$ cat src/rtl/seg7_pkg.sv
// Shared types and constants for the seven-segment scan decoder.
// Segment bit ordering: bit0=a, bit1=b, ... bit6=g (active-high).
package seg7_pkg;

    typedef logic [6:0] seg_t;

    // Result of decoding one segment pattern back to a hex digit.
    typedef struct packed {
        logic [3:0] nibble;
        logic       blank;
        logic       err;
    } seg_dec_t;

    // Output frame handshake state.
    typedef enum logic {
        ST_COLLECT = 1'b0,
        ST_PRESENT = 1'b1
    } frame_state_t;

    localparam seg_t SEG_0     = 7'h3F;
    localparam seg_t SEG_1     = 7'h06;
    localparam seg_t SEG_2     = 7'h5B;
    localparam seg_t SEG_3     = 7'h4F;
    localparam seg_t SEG_4     = 7'h66;
    localparam seg_t SEG_5     = 7'h6D;
    localparam seg_t SEG_6     = 7'h7D;
    localparam seg_t SEG_7     = 7'h07;
    localparam seg_t SEG_8     = 7'h7F;
    localparam seg_t SEG_9     = 7'h6F;
    localparam seg_t SEG_A     = 7'h77;
    localparam seg_t SEG_B     = 7'h7C;
    localparam seg_t SEG_C     = 7'h39;
    localparam seg_t SEG_D     = 7'h5E;
    localparam seg_t SEG_E     = 7'h79;
    localparam seg_t SEG_F     = 7'h71;
    localparam seg_t SEG_BLANK = 7'h00;

endpackage

$ cat src/rtl/seg7_pattern_decode.sv
// Combinational lookup: 7-bit segment pattern -> nibble, blank flag, error flag.
// Unrecognised patterns decode to nibble 0 with err set; all-off decodes to
// nibble 0 with blank set.
module seg7_pattern_decode
    import seg7_pkg::*;
(
    input  logic [6:0] seg,
    output logic [3:0] nibble,
    output logic       blank,
    output logic       err
);

    // Reverse of the hex-to-segment table.
    always_comb begin
        nibble = 4'h0;
        blank  = 1'b0;
        err    = 1'b0;
        case (seg)
            SEG_0:     nibble = 4'h0;
            SEG_1:     nibble = 4'h1;
            SEG_2:     nibble = 4'h2;
            SEG_3:     nibble = 4'h3;
            SEG_4:     nibble = 4'h4;
            SEG_5:     nibble = 4'h5;
            SEG_6:     nibble = 4'h6;
            SEG_7:     nibble = 4'h7;
            SEG_8:     nibble = 4'h8;
            SEG_9:     nibble = 4'h9;
            SEG_A:     nibble = 4'hA;
            SEG_B:     nibble = 4'hB;
            SEG_C:     nibble = 4'hC;
            SEG_D:     nibble = 4'hD;
            SEG_E:     nibble = 4'hE;
            SEG_F:     nibble = 4'hF;
            SEG_BLANK: blank  = 1'b1;
            default:   err    = 1'b1;
        endcase
    end

endmodule

$ cat src/rtl/seg7_scan_decoder.sv
// Snoops a multiplexed seven-segment bus (active-low one-hot anodes, shared
// active-high segments), debounces each digit dwell, decodes it back to a
// nibble and presents the completed frame on a valid/ready interface.
// Optional feature macro: SEG7_DP_EN adds dp_in / dp_out (decimal points).
module seg7_scan_decoder
    import seg7_pkg::*;
#(
    parameter int NUM_DIGITS    = 8,
    parameter int STABLE_CYCLES = 16
)
(
    input  logic                    clk_in,
    input  logic                    rst_n_in,
    input  logic [NUM_DIGITS-1:0]   an_in,
    input  logic [6:0]              seg_in,
`ifdef SEG7_DP_EN
    input  logic                    dp_in,
    output logic [NUM_DIGITS-1:0]   dp_out,
`endif
    output logic [4*NUM_DIGITS-1:0] value_out,
    output logic [NUM_DIGITS-1:0]   blank_out,
    output logic                    err_out,
    output logic                    valid_out,
    input  logic                    ready_in,
    output logic                    overrun_out
);

    localparam logic [15:0]           STABLE_MAX = 16'(STABLE_CYCLES);
    localparam logic [NUM_DIGITS-1:0] DIGIT_ONE  = NUM_DIGITS'(1);

    logic                    dp_raw;
    logic [NUM_DIGITS-1:0]   an_s_reg;
    seg_t                    seg_s_reg;
    logic                    dp_s_reg;
    logic [15:0]             cnt_reg, cnt_next;
    logic                    cap_reg, cap_next;
    logic                    same;
    logic [NUM_DIGITS-1:0]   an_low;
    logic                    an_onehot;
    logic                    capture;
    seg_dec_t                dec;

    logic [3:0]              nib_acc_reg [NUM_DIGITS];
    logic [NUM_DIGITS-1:0]   blank_acc_reg;
    logic [NUM_DIGITS-1:0]   err_acc_reg;
    logic [NUM_DIGITS-1:0]   seen_reg;
    logic [4*NUM_DIGITS-1:0] acc_value;
    logic                    frame_done;

    frame_state_t            state_reg, state_next;
    logic                    load_frame;
    logic                    overrun_set;
    logic [4*NUM_DIGITS-1:0] value_reg;
    logic [NUM_DIGITS-1:0]   blank_reg;
    logic                    err_reg;
    logic                    overrun_reg;

`ifdef SEG7_DP_EN
    logic [NUM_DIGITS-1:0]   dp_acc_reg;
    logic [NUM_DIGITS-1:0]   dp_out_reg;
    assign dp_raw = dp_in;
    assign dp_out = dp_out_reg;
`else
    assign dp_raw = 1'b0;
`endif

    // Incoming bus equal to the held sample means the sample has not moved;
    // the counter therefore tracks how many cycles the sample has been stable.
    assign same = (an_in == an_s_reg) && (seg_in == seg_s_reg) && (dp_raw == dp_s_reg);

    assign an_low    = ~an_s_reg;
    assign an_onehot = (an_low != '0) && ((an_low & (an_low - DIGIT_ONE)) == '0);
    assign capture   = (cnt_reg == STABLE_MAX) && !cap_reg && an_onehot;
    assign frame_done = &seen_reg;

    // Sample stage, stability counter and per-dwell capture flag.
    always_ff @(posedge clk_in or negedge rst_n_in) begin
        if (!rst_n_in) begin
            an_s_reg  <= '0;
            seg_s_reg <= '0;
            dp_s_reg  <= 1'b0;
            cnt_reg   <= '0;
            cap_reg   <= 1'b0;
        end else begin
            an_s_reg  <= an_in;
            seg_s_reg <= seg_in;
            dp_s_reg  <= dp_raw;
            cnt_reg   <= cnt_next;
            cap_reg   <= cap_next;
        end
    end

    // Saturating counter; any change restarts the dwell and re-arms capture.
    always_comb begin
        cnt_next = 16'd1;
        cap_next = 1'b0;
        if (same) begin
            cnt_next = (cnt_reg == STABLE_MAX) ? STABLE_MAX : cnt_reg + 16'd1;
            cap_next = cap_reg | capture;
        end
    end

    seg7_pattern_decode u_decode (
        .seg    (seg_s_reg),
        .nibble (dec.nibble),
        .blank  (dec.blank),
        .err    (dec.err)
    );

    // One accumulator slot per digit; a capture beats the frame-complete
    // clear so a digit landing on that cycle starts the next frame.
    genvar gi;
    generate
        for (gi = 0; gi < NUM_DIGITS; gi++) begin : g_slot
            assign acc_value[4*gi +: 4] = nib_acc_reg[gi];

            // Slot write on capture of this anode.
            always_ff @(posedge clk_in or negedge rst_n_in) begin
                if (!rst_n_in) begin
                    nib_acc_reg[gi]   <= 4'h0;
                    blank_acc_reg[gi] <= 1'b0;
                    err_acc_reg[gi]   <= 1'b0;
                    seen_reg[gi]      <= 1'b0;
`ifdef SEG7_DP_EN
                    dp_acc_reg[gi]    <= 1'b0;
`endif
                end else if (capture && an_low[gi]) begin
                    nib_acc_reg[gi]   <= dec.nibble;
                    blank_acc_reg[gi] <= dec.blank;
                    err_acc_reg[gi]   <= dec.err;
                    seen_reg[gi]      <= 1'b1;
`ifdef SEG7_DP_EN
                    dp_acc_reg[gi]    <= dp_s_reg;
`endif
                end else if (frame_done) begin
                    seen_reg[gi]      <= 1'b0;
                end
            end
        end
    endgenerate

    // Frame state register.
    always_ff @(posedge clk_in or negedge rst_n_in) begin
        if (!rst_n_in) state_reg <= ST_COLLECT;
        else           state_reg <= state_next;
    end

    // Handshake: load on completion unless a presented frame is still unaccepted.
    always_comb begin
        state_next  = state_reg;
        load_frame  = 1'b0;
        overrun_set = 1'b0;
        case (state_reg)
            ST_COLLECT: begin
                if (frame_done) begin
                    load_frame = 1'b1;
                    state_next = ST_PRESENT;
                end
            end
            ST_PRESENT: begin
                if (ready_in) begin
                    if (frame_done) load_frame = 1'b1;
                    else            state_next = ST_COLLECT;
                end else if (frame_done) begin
                    overrun_set = 1'b1;
                end
            end
            default: state_next = ST_COLLECT;
        endcase
    end

    // Output frame registers and sticky overrun flag.
    always_ff @(posedge clk_in or negedge rst_n_in) begin
        if (!rst_n_in) begin
            value_reg   <= '0;
            blank_reg   <= '0;
            err_reg     <= 1'b0;
            overrun_reg <= 1'b0;
`ifdef SEG7_DP_EN
            dp_out_reg  <= '0;
`endif
        end else begin
            if (load_frame) begin
                value_reg  <= acc_value;
                blank_reg  <= blank_acc_reg;
                err_reg    <= |err_acc_reg;
`ifdef SEG7_DP_EN
                dp_out_reg <= dp_acc_reg;
`endif
            end
            if (overrun_set) overrun_reg <= 1'b1;
        end
    end

    assign value_out   = value_reg;
    assign blank_out   = blank_reg;
    assign err_out     = err_reg;
    assign overrun_out = overrun_reg;
    assign valid_out   = (state_reg == ST_PRESENT);

endmodule

$ cat config.mk
export PLATFORM = sky130hd
export DESIGN_NAME = seg7_scan_decoder
export DESIGN_NICKNAME = d
export VERILOG_FILES = /design/src/rtl/seg7_pkg.sv /design/src/rtl/seg7_pattern_decode.sv /design/src/rtl/seg7_scan_decoder.sv
export SDC_FILE = /design/constraint.sdc
export NUM_CORES = 1
export LEC_CHECK = 0
export CAP_MARGIN = 10
export CORE_MARGIN = 1.5
export CORE_UTILIZATION = 54
export DETAILED_ROUTE_END_ITERATION = 10
export MAX_ROUTING_LAYER = met4
export PLACE_DENSITY = 0.87
export REMOVE_ABC_BUFFERS = 1
export SLEW_MARGIN = 25
export SYNTH_ARGS = -nofsm -noshare
export SYNTH_HDL_FRONTEND = slang
export SYNTH_SLANG_ARGS = --single-unit
$ cat constraint.sdc
create_clock -name clk_in -period 4.2 [get_ports clk_in]
set_input_delay 0.84 -clock clk_in [delete_from_list [all_inputs] [get_ports clk_in]]
set_output_delay 0.84 -clock clk_in [all_outputs]
set_load 0.02 [all_outputs]
Yosys cells after proc, flatten, opt, wreduce, memory -nomap -nowiden
Index checks and enable logic that the tools add are counted.
{"block": "word_totals", "reg_bits": 131, "in_bits": 18, "out_inout_bits": 43}
{"block": "op_classes", "add_sub_neg": 2, "n_eq_ne": 19, "mux": 22, "n_bitwise": 4, "n_reduce_logical": 27}
{"op": "$eq 7x7->1 const B", "n": 12}
{"op": "$pmux 4 s15", "n": 1}
{"op": "$mux 16", "n": 2}
{"op": "$mux 1", "n": 17}
{"op": "$reduce_or 17->1", "n": 1}
{"op": "$add 16x1->16 const B", "n": 1}
{"op": "$eq 16x5->1 const B", "n": 1}
{"op": "$reduce_bool 2->1", "n": 8}
{"op": "$eq 7x3->1 const B", "n": 2}
{"op": "$eq 7x6->1 const B", "n": 2}
{"op": "$logic_and 1x1->1", "n": 12}
{"op": "$and 8x8->8", "n": 1}
{"op": "$eq 8x8->1", "n": 1}
{"op": "$logic_not 8->1", "n": 1}
{"op": "$not 8->8", "n": 1}
{"op": "$reduce_and 8->1", "n": 1}
{"op": "$reduce_bool 8->1", "n": 1}
{"op": "$reduce_or 8->1", "n": 1}
{"op": "$sub 8x1->8 const B", "n": 1}
{"op": "$eq 7x7->1", "n": 1}
{"op": "$logic_not 7->1", "n": 1}
{"op": "$pmux 1 s2", "n": 2}
{"op": "$logic_not 1->1", "n": 1}
{"op": "$not 1->1", "n": 1}
{"op": "$or 1x1->1", "n": 1}

Depth between registers and ports, before layout
Gate-level depths: netlist of the first run.
{"block": "depth", "depth_word": 8, "mapped_depth": 7, "mapped_depth_nobuf": 7}

Cells and area by module
From an unflattened synthesis of the first run, not the netlist that was laid out.
{"block": "hier_totals", "hier_cells": 428, "area_unflattened_um2": 5728.0}
{"mod": "seg7_scan_decoder", "n_inst": 1, "cells_each": 373, "area_per_inst_um2": 5350.1, "seq_area_each_um2": 3278.1}
{"mod": "seg7_pattern_decode", "n_inst": 1, "cells_each": 55, "area_per_inst_um2": 377.9, "seq_area_each_um2": 0.0}

Worst setup path before layout of the first run
OpenSTA, ideal clock, no wires.
{"block": "synth_timing", "kind": "reg-to-reg", "from": "register cnt_reg[0]", "to": "register nib_acc_reg (netlist bit acc_value[10])", "arrival_ns": 2.006, "required_ns": 4.075, "path_slack_ns": 2.069, "path_stages_with_launch": 8, "synth_period_minus_slack_ns": 2.131, "cell_sequence": "dfrtp_1 inv_1 ha_1 nor4b_1 and4_1 nand2_1 a211oi_4 mux2_2"}
{"block": "synth_between", "elab_chain_len": 4}
{"element": "start, declared", "line_no": "seg7_scan_decoder.sv:35", "source": "logic [15:0] cnt_reg, cnt_next;"}
{"element": "start signal, assigned", "line_no": "seg7_scan_decoder.sv:88", "source": "cnt_reg <= cnt_next;"}
{"element": "$eq 16x5->1", "line_no": "seg7_scan_decoder.sv:73", "source": "assign capture = (cnt_reg == STABLE_MAX) && !cap_reg && an_onehot;"}
{"element": "$logic_and 1x1->1 (2 in series)", "line_no": "seg7_scan_decoder.sv:73"}
{"element": "$logic_and 1x1->1", "line_no": "seg7_scan_decoder.sv:127", "source": "end else if (capture && an_low[gi]) begin"}
{"element": "end signal, assigned by index", "line_no": "seg7_scan_decoder.sv:128", "source": "nib_acc_reg[gi] <= dec.nibble;"}
{"element": "end, declared", "line_no": "seg7_scan_decoder.sv:43", "source": "logic [3:0] nib_acc_reg [NUM_DIGITS];"}
Every way passes these cells.
A chain may end at the register's enable or synchronous reset.

Worst setup path in the final report of the first run
{"block": "layout_timing", "from": "register cnt_reg[0]", "to": "register nib_acc_reg (netlist bit acc_value[1])"}
Same word-level chain as after synthesis.

==> key figures, run 1 <==
Power and ir drop
  • Power Density: 409 nW/µm²
  • Clk pwr share: 51.1%
  • Internal: 2.23 mW
  • Peak supply drop: 0.299 mV
  • Reg power frac: 45.8%
  • Power after layout: 2.82 mW
  • Switching share of power: 21.0%
  • Switching power: 591 µW
  • Gate power share: 3.1%
  • P_leak: 3.23 nW

STA
  • Fin worst setup slack: 1.61 ns
  • Setup_tns: 0 ns
  • Max Clock Skew: 0.00739 ns
  • # setup viols final: 0
  • FMAX: 386 MHz
  • Pins over their slew limit: 0
  • Tmin final: 2.59 ns
  • Headroom to the max-slew limit: 48.7%
  • RSZ-0062 raised after global routing: false
  • Final Cycle Share: 61.6%
  • Slew @ Worst Pin: 0.766 ns
  • Final hold vios: 0

Place
  • DP Worst Slack: 1.15 ns
  • Area after DPL: 6300 µm²
  • Hpwl dp: 7350 µm
  • RD Place Congestion: 0.877
  • PortBufs: 60

Setup path
  • Startpoint types: register
  • FF-to-FF Start: cnt_reg[0]
  • Critical Path RT: 4.61 ns
  • Crit-path max FO: 7
  • Crit. End Element: register
  • Arr. time, crit path: 3.00 ns
  • Worst setup startpoint: cnt_reg[0]
  • CP Class: reg -> reg

CTS
  • CTS H-tree lvls: 4
  • Worst-Skew Late Latency: 0.53 ns
  • Clk Tree Root Cell: clkbuf_8
  • Hold Buf Count CTS: 0
  • CTS sink cnt: 131
  • CTS tree: built
  • Max clock buf depth: 2
  • Post-CTS Resized: 0
  • Total CTS buffers: 17
  • Post-CTS setup buffer count: 0
  • CTS clk-pin slew, worst paths: 0.06 ns

GRT
  • Largest net degree at the start of global routing: 52
  • Total GRT Usage: 23.2%
  • First-pass GRT wire length: 19000 µm
  • Antenna violations before repair: 0
  • Vias in the first global route: 3802
  • Grt total ovfl: 0

Layout
  • Area grow syn2layout: 23.9%
  • Diodes inserted: 0
  • Design Area, Final: 6900 µm²
  • Area of the multi-input gates: 2210 µm²
  • Fillers: 640
  • Nets: 507
  • Share of layout cells above drive strength 1: 26.1%
  • Register area: 3280 µm²
  • Utilization after layout: 69.6%

Worst hold path
  • Hold WC Path Type: in -> async

Routing
  • Routed WL: 11400 µm
  • Via count: 3673
  • WL per Instance: 18.1 µm
  • Post-route antenna net violation count: 0
  • Pre-antenna DRT Iters: 4
  • DRC: 0
  • Via density: 5.81
  • Initial DRC Count: 170

Die
  • Row count: 36
  • Core ar.: 9910 µm²
  • Initial Util: 56.2%
  • Die Area: 10900 µm²
  • Horiz. Die Dim: 105 µm
  • Die height: 105 µm
  • Ports: 61

Logic synthesis
  • Sequential element share of the synthesized area: 58.9%
  • Number of distinct library cells after synthesis: 50
  • EDFF count, synth: 0
  • Synthesized area per cell: 13.2 µm²
  • Post-Syn Area: 5570 µm²
  • Synth warn: 0
  • Most used DFF post-synth: dfrtp_1
  • Asr flop ratio synth: 100%
  • Synthesized flop and latch total: 131
  • Cell count after synthesis: 422

Status
  • Status: finished clean

Flow run
  • Max-cap violations: 0
[metal layers]
layer  global-route usage [%]  share of wire (%)  wire [µm]  up-vias
met5                        -                  0          0        -
met4                     9.62                2.5        288        0
met3                     5.93                4.4        508       30
met2                     38.3                 52       5970      119
met1                     27.0                 41       4680     1876
li1                         -                  -          -     1648
[cell type report]
class                   count  share of cell area [%]
flip-flops and latches    131                    47.5
multi-input cells         265                    32.0
repair buffers             64                    9.11
clock buffers              24                    7.11
well taps                 133                    2.41
clock inverters             7                    1.42
inverters                   8                   0.435
[kinds of logic after synthesis]
| logic type | count (synthesis) | share of synthesized area, % |
|---|---|---|
| flops | 131 | 58.9 |
| simple gates | 110 | 11.3 |
| mux | 89 | 18.0 |
| compound gates | 34 | 4.83 |
| xor+xnor | 29 | 4.56 |
| buf+inv | 26 | 1.82 |
| fa+ha+maj | 3 | 0.629 |
[path summary, 6_finish.rpt]
kind	end	slack, ns	depth (start not counted)
worst max-delay path	acc_value[1]	1.61	7
worst min-delay path	seg_s_reg[2]	0.34	1
worst max register to register	acc_value[1]	1.61	7
worst min register to register	seen_reg[1]	0.48	1
max in group asynchronous	value_out[0]	2.89	2
min in group clk_in	seen_reg[1]	0.48	1
[worst max-delay path, stage by stage, from the launching register on]
cell and delay [ns]:
dfrtp_1 0.42, inv_1 0.07, ha_1 0.16, nor4b_1 0.24
and4_1 0.34, nand2_1 0.25, nor3_2 0.58, mux2_2 0.41
[cells in the mapped netlist, types with 2 or more instances]
| library cell | number | share of area (%) |
|---|---|---|
| inv_1 | 8 | 0.54 |
| xnor2_1 | 22 | 3.5 |
| nor2_1 | 19 | 1.3 |
| and4_1 | 3 | 0.47 |
| nand3_1 | 11 | 0.99 |
| or4_1 | 2 | 0.27 |
| nand4_1 | 13 | 1.5 |
| o21ai_0 | 6 | 0.54 |
| a21oi_1 | 5 | 0.45 |
| o211ai_1 | 3 | 0.40 |
| mux2_1 | 3 | 0.61 |
| buf_1 | 2 | 0.13 |
| ha_1 | 2 | 0.45 |
| clkbuf_1 | 13 | 0.88 |
| nand4b_1 | 2 | 0.31 |
| buf_2 | 3 | 0.27 |
| mux2_2 | 85 | 17 |
| or3_1 | 2 | 0.22 |
| a211oi_4 | 3 | 1.1 |
| nor4_1 | 10 | 1.1 |
| dfrtp_1 | 131 | 59 |
| nand2b_1 | 3 | 0.34 |
| o21a_1 | 2 | 0.27 |
| and3_1 | 9 | 1.0 |
| nor4b_1 | 3 | 0.47 |
| nand2_1 | 20 | 1.3 |
| xor2_1 | 7 | 1.1 |
| a21o_1 | 7 | 0.94 |
| nor3_2 | 2 | 0.36 |
[per-stage QoR]
| stage | std cells | hold WS (ns) |
|---|---|---|
| after floorplan | 404 | 0.447 |
| after global placement | 601 | 0.454 |
| after detailed placement | 601 | 0.458 |
| after CTS | 632 | 0.354 |
| after global routing | 632 | 0.390 |
| final | 632 | 0.336 |
[power by group through the flow]
stage	Clock [mW]	Sequential (mW)	Combinational [mW]
after floorplan	0	1.31	0.0341
after global placement	0	1.31	0.0840
after detailed placement	0	1.31	0.0873
after CTS	1.44	1.29	0.0881
after global routing	1.50	1.29	0.0971
final	1.44	1.29	0.0870
[cells in the final DEF, fill, tap and decap left out, types with 4 or more instances in the layout]
cell type	n
nand4_1	13
nand3_1	11
a21o_1	7
a21oi_1	4
o21ai_0	6
nand2_1	20
nor4_1	10
nor2_1	19
inv_1	8
buf_4	5
clkbuf_8	6
clkdlybuf4s50_1	59
mux2_2	85
xor2_1	7
clkbuf_16	16
xnor2_1	22
and3_1	9
dfrtp_1	131
Note: power is estimated with default switching activity, not from simulation.
==> inputs of run 2 (changes only) <==
==> constraint.sdc (replaced) <==
create_clock -name clk_in -period 2.43 [get_ports clk_in]
set_input_delay 0.486 -clock clk_in [delete_from_list [all_inputs] [get_ports clk_in]]
set_output_delay 0.486 -clock clk_in [all_outputs]
set_load 0.02 [all_outputs]
==> run 2 against run 1 <==
Net effect: final cell count increased by 3.2%; combinational power increased by 110%; utilization increased by 2.0 points; clock-buffer cell count decreased by 6; fmax increased by 7.0%; first-iteration DRC count increased by 3.5%; final area increased by 2.8%; hold slack improved by 0.12 ns; non-clock buffer count increased by 19; clock power increased by 78%.
==> key figures, run 2 (same netlist as run 1, synthesis figures left out) <==
Power and ir drop
  • Clk pwr share: 51.5% (+0.4 points)
  • Internal: 3.79 mW (+70%)
  • Reg power frac: 44.7% (-1.1 points)
  • Peak supply drop: 0.501 mV (+67%)
  • Power after layout: 4.96 mW (+76%)
  • Switching share of power: 23.5% (+2.5 points)
  • Power Density: 699 nW/µm² (+71%)
  • Gate power share: 3.7% (+0.6 points)
  • Switching power: 1.17 mW (+97%)
  • P_leak: 3.34 nW (+3.3%)

CTS
  • Worst-Skew Late Latency: 0.52 ns (about the same)
  • Max clock buf depth: 2 (unchanged)
  • CTS sink cnt: 131 (unchanged)
  • Clk Tree Root Cell: clkbuf_8
  • CTS H-tree lvls: 4 (unchanged)
  • CTS clk-pin slew, worst paths: 0.06 ns (about the same)
  • Total CTS buffers: 17 (unchanged)
  • CTS tree: built

STA
  • Setup_tns: 0 ns (unchanged)
  • Final hold vios: 0 (unchanged)
  • Pins over their slew limit: 0 (unchanged)
  • Headroom to the max-slew limit: 51.0% (+2.3 points)
  • FMAX: 413 MHz (+7.0%)
  • Max Clock Skew: 0.00970 ns (+0.00231 ns)
  • # setup viols final: 0 (unchanged)
  • Tmin final: 2.42 ns (-0.170 ns)
  • Final Cycle Share: 99.6% (+38 points)
  • Slew @ Worst Pin: 0.731 ns (-0.0350 ns)

GRT
  • Total GRT Usage: 25.3% (+2.2 points)
  • First-pass GRT wire length: 20900 µm (+9.7%)
  • Vias in the first global route: 4097 (+7.8%)
  • Antenna violations before repair: 0 (unchanged)
  • Grt total ovfl: 0 (unchanged)
  • Largest net degree at the start of global routing: 45 (-13%)

Setup path
  • CP max stage cell: dfrtp_1
  • Reg2reg end: acc_value[8]
  • FF-to-FF Start: cnt_reg[0]
  • CP Depth: 8 (+1)
  • Crit. End Element: register
  • Crit-path max FO: 7 (unchanged)
  • Startpoint types: register
  • FF-to-FF path depth: 8 (+1)
  • CP Class: reg -> reg
  • Worst setup startpoint: cnt_reg[0]
  • Critical Path Max Stage Delay: 0.42 ns (-0.16 ns)
  • CP cell instances: inv_1 > ha_1 > nor4b_1 > and4_1 > nand2_2 > a211oi_4 > buf_4 > mux2_2
  • Worst path buffer plus inverter count: 2 (+1)
  • Kind of cell adding the most delay to the critical path: simple AND/OR/NAND/NOR gates
  • Worst setup path end: acc_value[8]
  • Worst R2R Setup Slack: 0.01 ns (-1.60 ns)
  • Critical Path RT: 2.83 ns (-1.78 ns)
  • Arr. time, crit path: 2.82 ns (-0.18 ns)

Layout
  • Share of layout cells above drive strength 1: 29.5% (+3.4 points)
  • Commonest non-fill, non-tap cell in the layout: dfrtp_1
  • Area of the multi-input gates: 2210 µm² (+0.23%)
  • Most frequent cells in the layout: dfrtp_1 (131), mux2_2 (85), clkdlybuf4s50_1 (59), xnor2_1 (22), buf_4 (20)
  • Area grow syn2layout: 27.3%
  • Register area: 3280 µm² (unchanged)
  • Nets: 526 (+3.7%)
  • Diodes inserted: 0 (unchanged)
  • Fillers: 639 (-0.16%)

Routing
  • Post-route antenna net violation count: 0 (unchanged)
  • Via density: 5.74 (-1.2%)
  • Initial DRC Count: 176 (+3.5%)
  • DRC: 0 (unchanged)
  • WL per Instance: 19.5 µm (+7.9%)
  • Routed WL: 12700 µm (+11%)
  • Via count: 3745 (+2.0%)
  • Pre-antenna DRT Iters: 5 (+1)

Die
  • Core ar.: 9910 µm² (unchanged)
  • Die Area: 10900 µm² (unchanged)
  • Initial Util: 56.2% (unchanged)
  • Horiz. Die Dim: 105 µm (unchanged)
  • Row count: 36 (unchanged)
  • Die height: 105 µm (unchanged)
  • Ports: 61 (unchanged)

Worst hold path
  • Worst hold stages: 1
  • Hold WC Path Type: in -> reg

Status
  • Status: finished clean

Place
  • PortBufs: 60 (unchanged)
  • Hpwl dp: 7700 µm (+4.8%)
  • RD Place Congestion: 0.865 (-1.4%)

Flow run
  • Max-cap violations: 0 (unchanged)
## run 2: how the worst min path moves through the flow
stage               slack (ns)      endpoint        start
finish                    0.46  seg_s_reg[3]    seg_in[3]
global route              0.45   an_s_reg[1]     an_in[1]
CTS                       0.45  seg_s_reg[3]    seg_in[3]
detailed placement        0.46   overrun_out  overrun_out
global placement          0.45   overrun_out  overrun_out
floorplan                 0.19  acc_value[0]     rst_n_in
## run 2: final cells by class
| type | count | area share (%) |
|---|---|---|
| sequential | 131 | 46.2 |
| multi-input combinational | 265 | 31.2 |
| timing repair buffer | 83 | 11.4 |
| clock buffer | 18 | 6.03 |
| clock inverter | 14 | 2.35 |
| tap | 133 | 2.35 |
| inverter | 8 | 0.424 |
## run 2: metrics by stage
step | hold slack, ns | instance area (µm²) | worst slack, ns | util [%] | std cells
2_1_floorplan | 0.190 | 5500 | -0.966 | - | 404
3_3_place_gp | 0.453 | 6450 | 0.130 | 65.1 | 616
3_5_place_dp | 0.464 | 6450 | 0.0192 | 65.1 | 616
4_1_cts | 0.453 | 7060 | 0.0141 | 71.2 | 649
5_1_grt | 0.453 | 7090 | -0.0483 | 71.6 | 652
6_report | 0.457 | 7090 | 0.0103 | 71.6 | 652
## run 2: routing by layer
| layer | vias up | wire (µm) | track usage, % |
|---|---|---|---|
| li1 | 1687 | - | - |
| met1 | 1907 | 5180 | 29.3 |
| met2 | 114 | 6720 | 43.1 |
| met3 | 37 | 445 | 4.93 |
| met4 | 0 | 385 | 10.7 |
| met5 | - | 0 | - |
## run 2: power groups by stage
stage,clock network [mW],registers [mW],logic (mW)
floorplan,0,2.26,0.0589
global placement,0,2.26,0.175
detailed placement,0,2.26,0.182
CTS,2.57,2.22,0.186
global route,2.67,2.22,0.208
finish,2.56,2.22,0.185
## run 2: what timing repair did
action | in CTS | in global routing
hold buffers | 1 | 0
hold endpoints to repair | 40 | 0
pin swaps | 3 | 3
resized for setup | 0 | 3
endpoints found under the setup margin | 18 | 18
buffers inserted | 0 | 3
==> inputs of run 3 (changes only) <==
--- a/config.mk
+++ b/config.mk
@@ -12,7 +12,7 @@
 export MAX_ROUTING_LAYER = met4
 export PLACE_DENSITY = 0.87
 export REMOVE_ABC_BUFFERS = 1
-export SLEW_MARGIN = 25
+export SLEW_MARGIN = 20
 export SYNTH_ARGS = -nofsm -noshare
 export SYNTH_HDL_FRONTEND = slang
 export SYNTH_SLANG_ARGS = --single-unit
==> results of run 3 <==
Same layout as run 2: the final DEF is identical, and so are final timing and power.
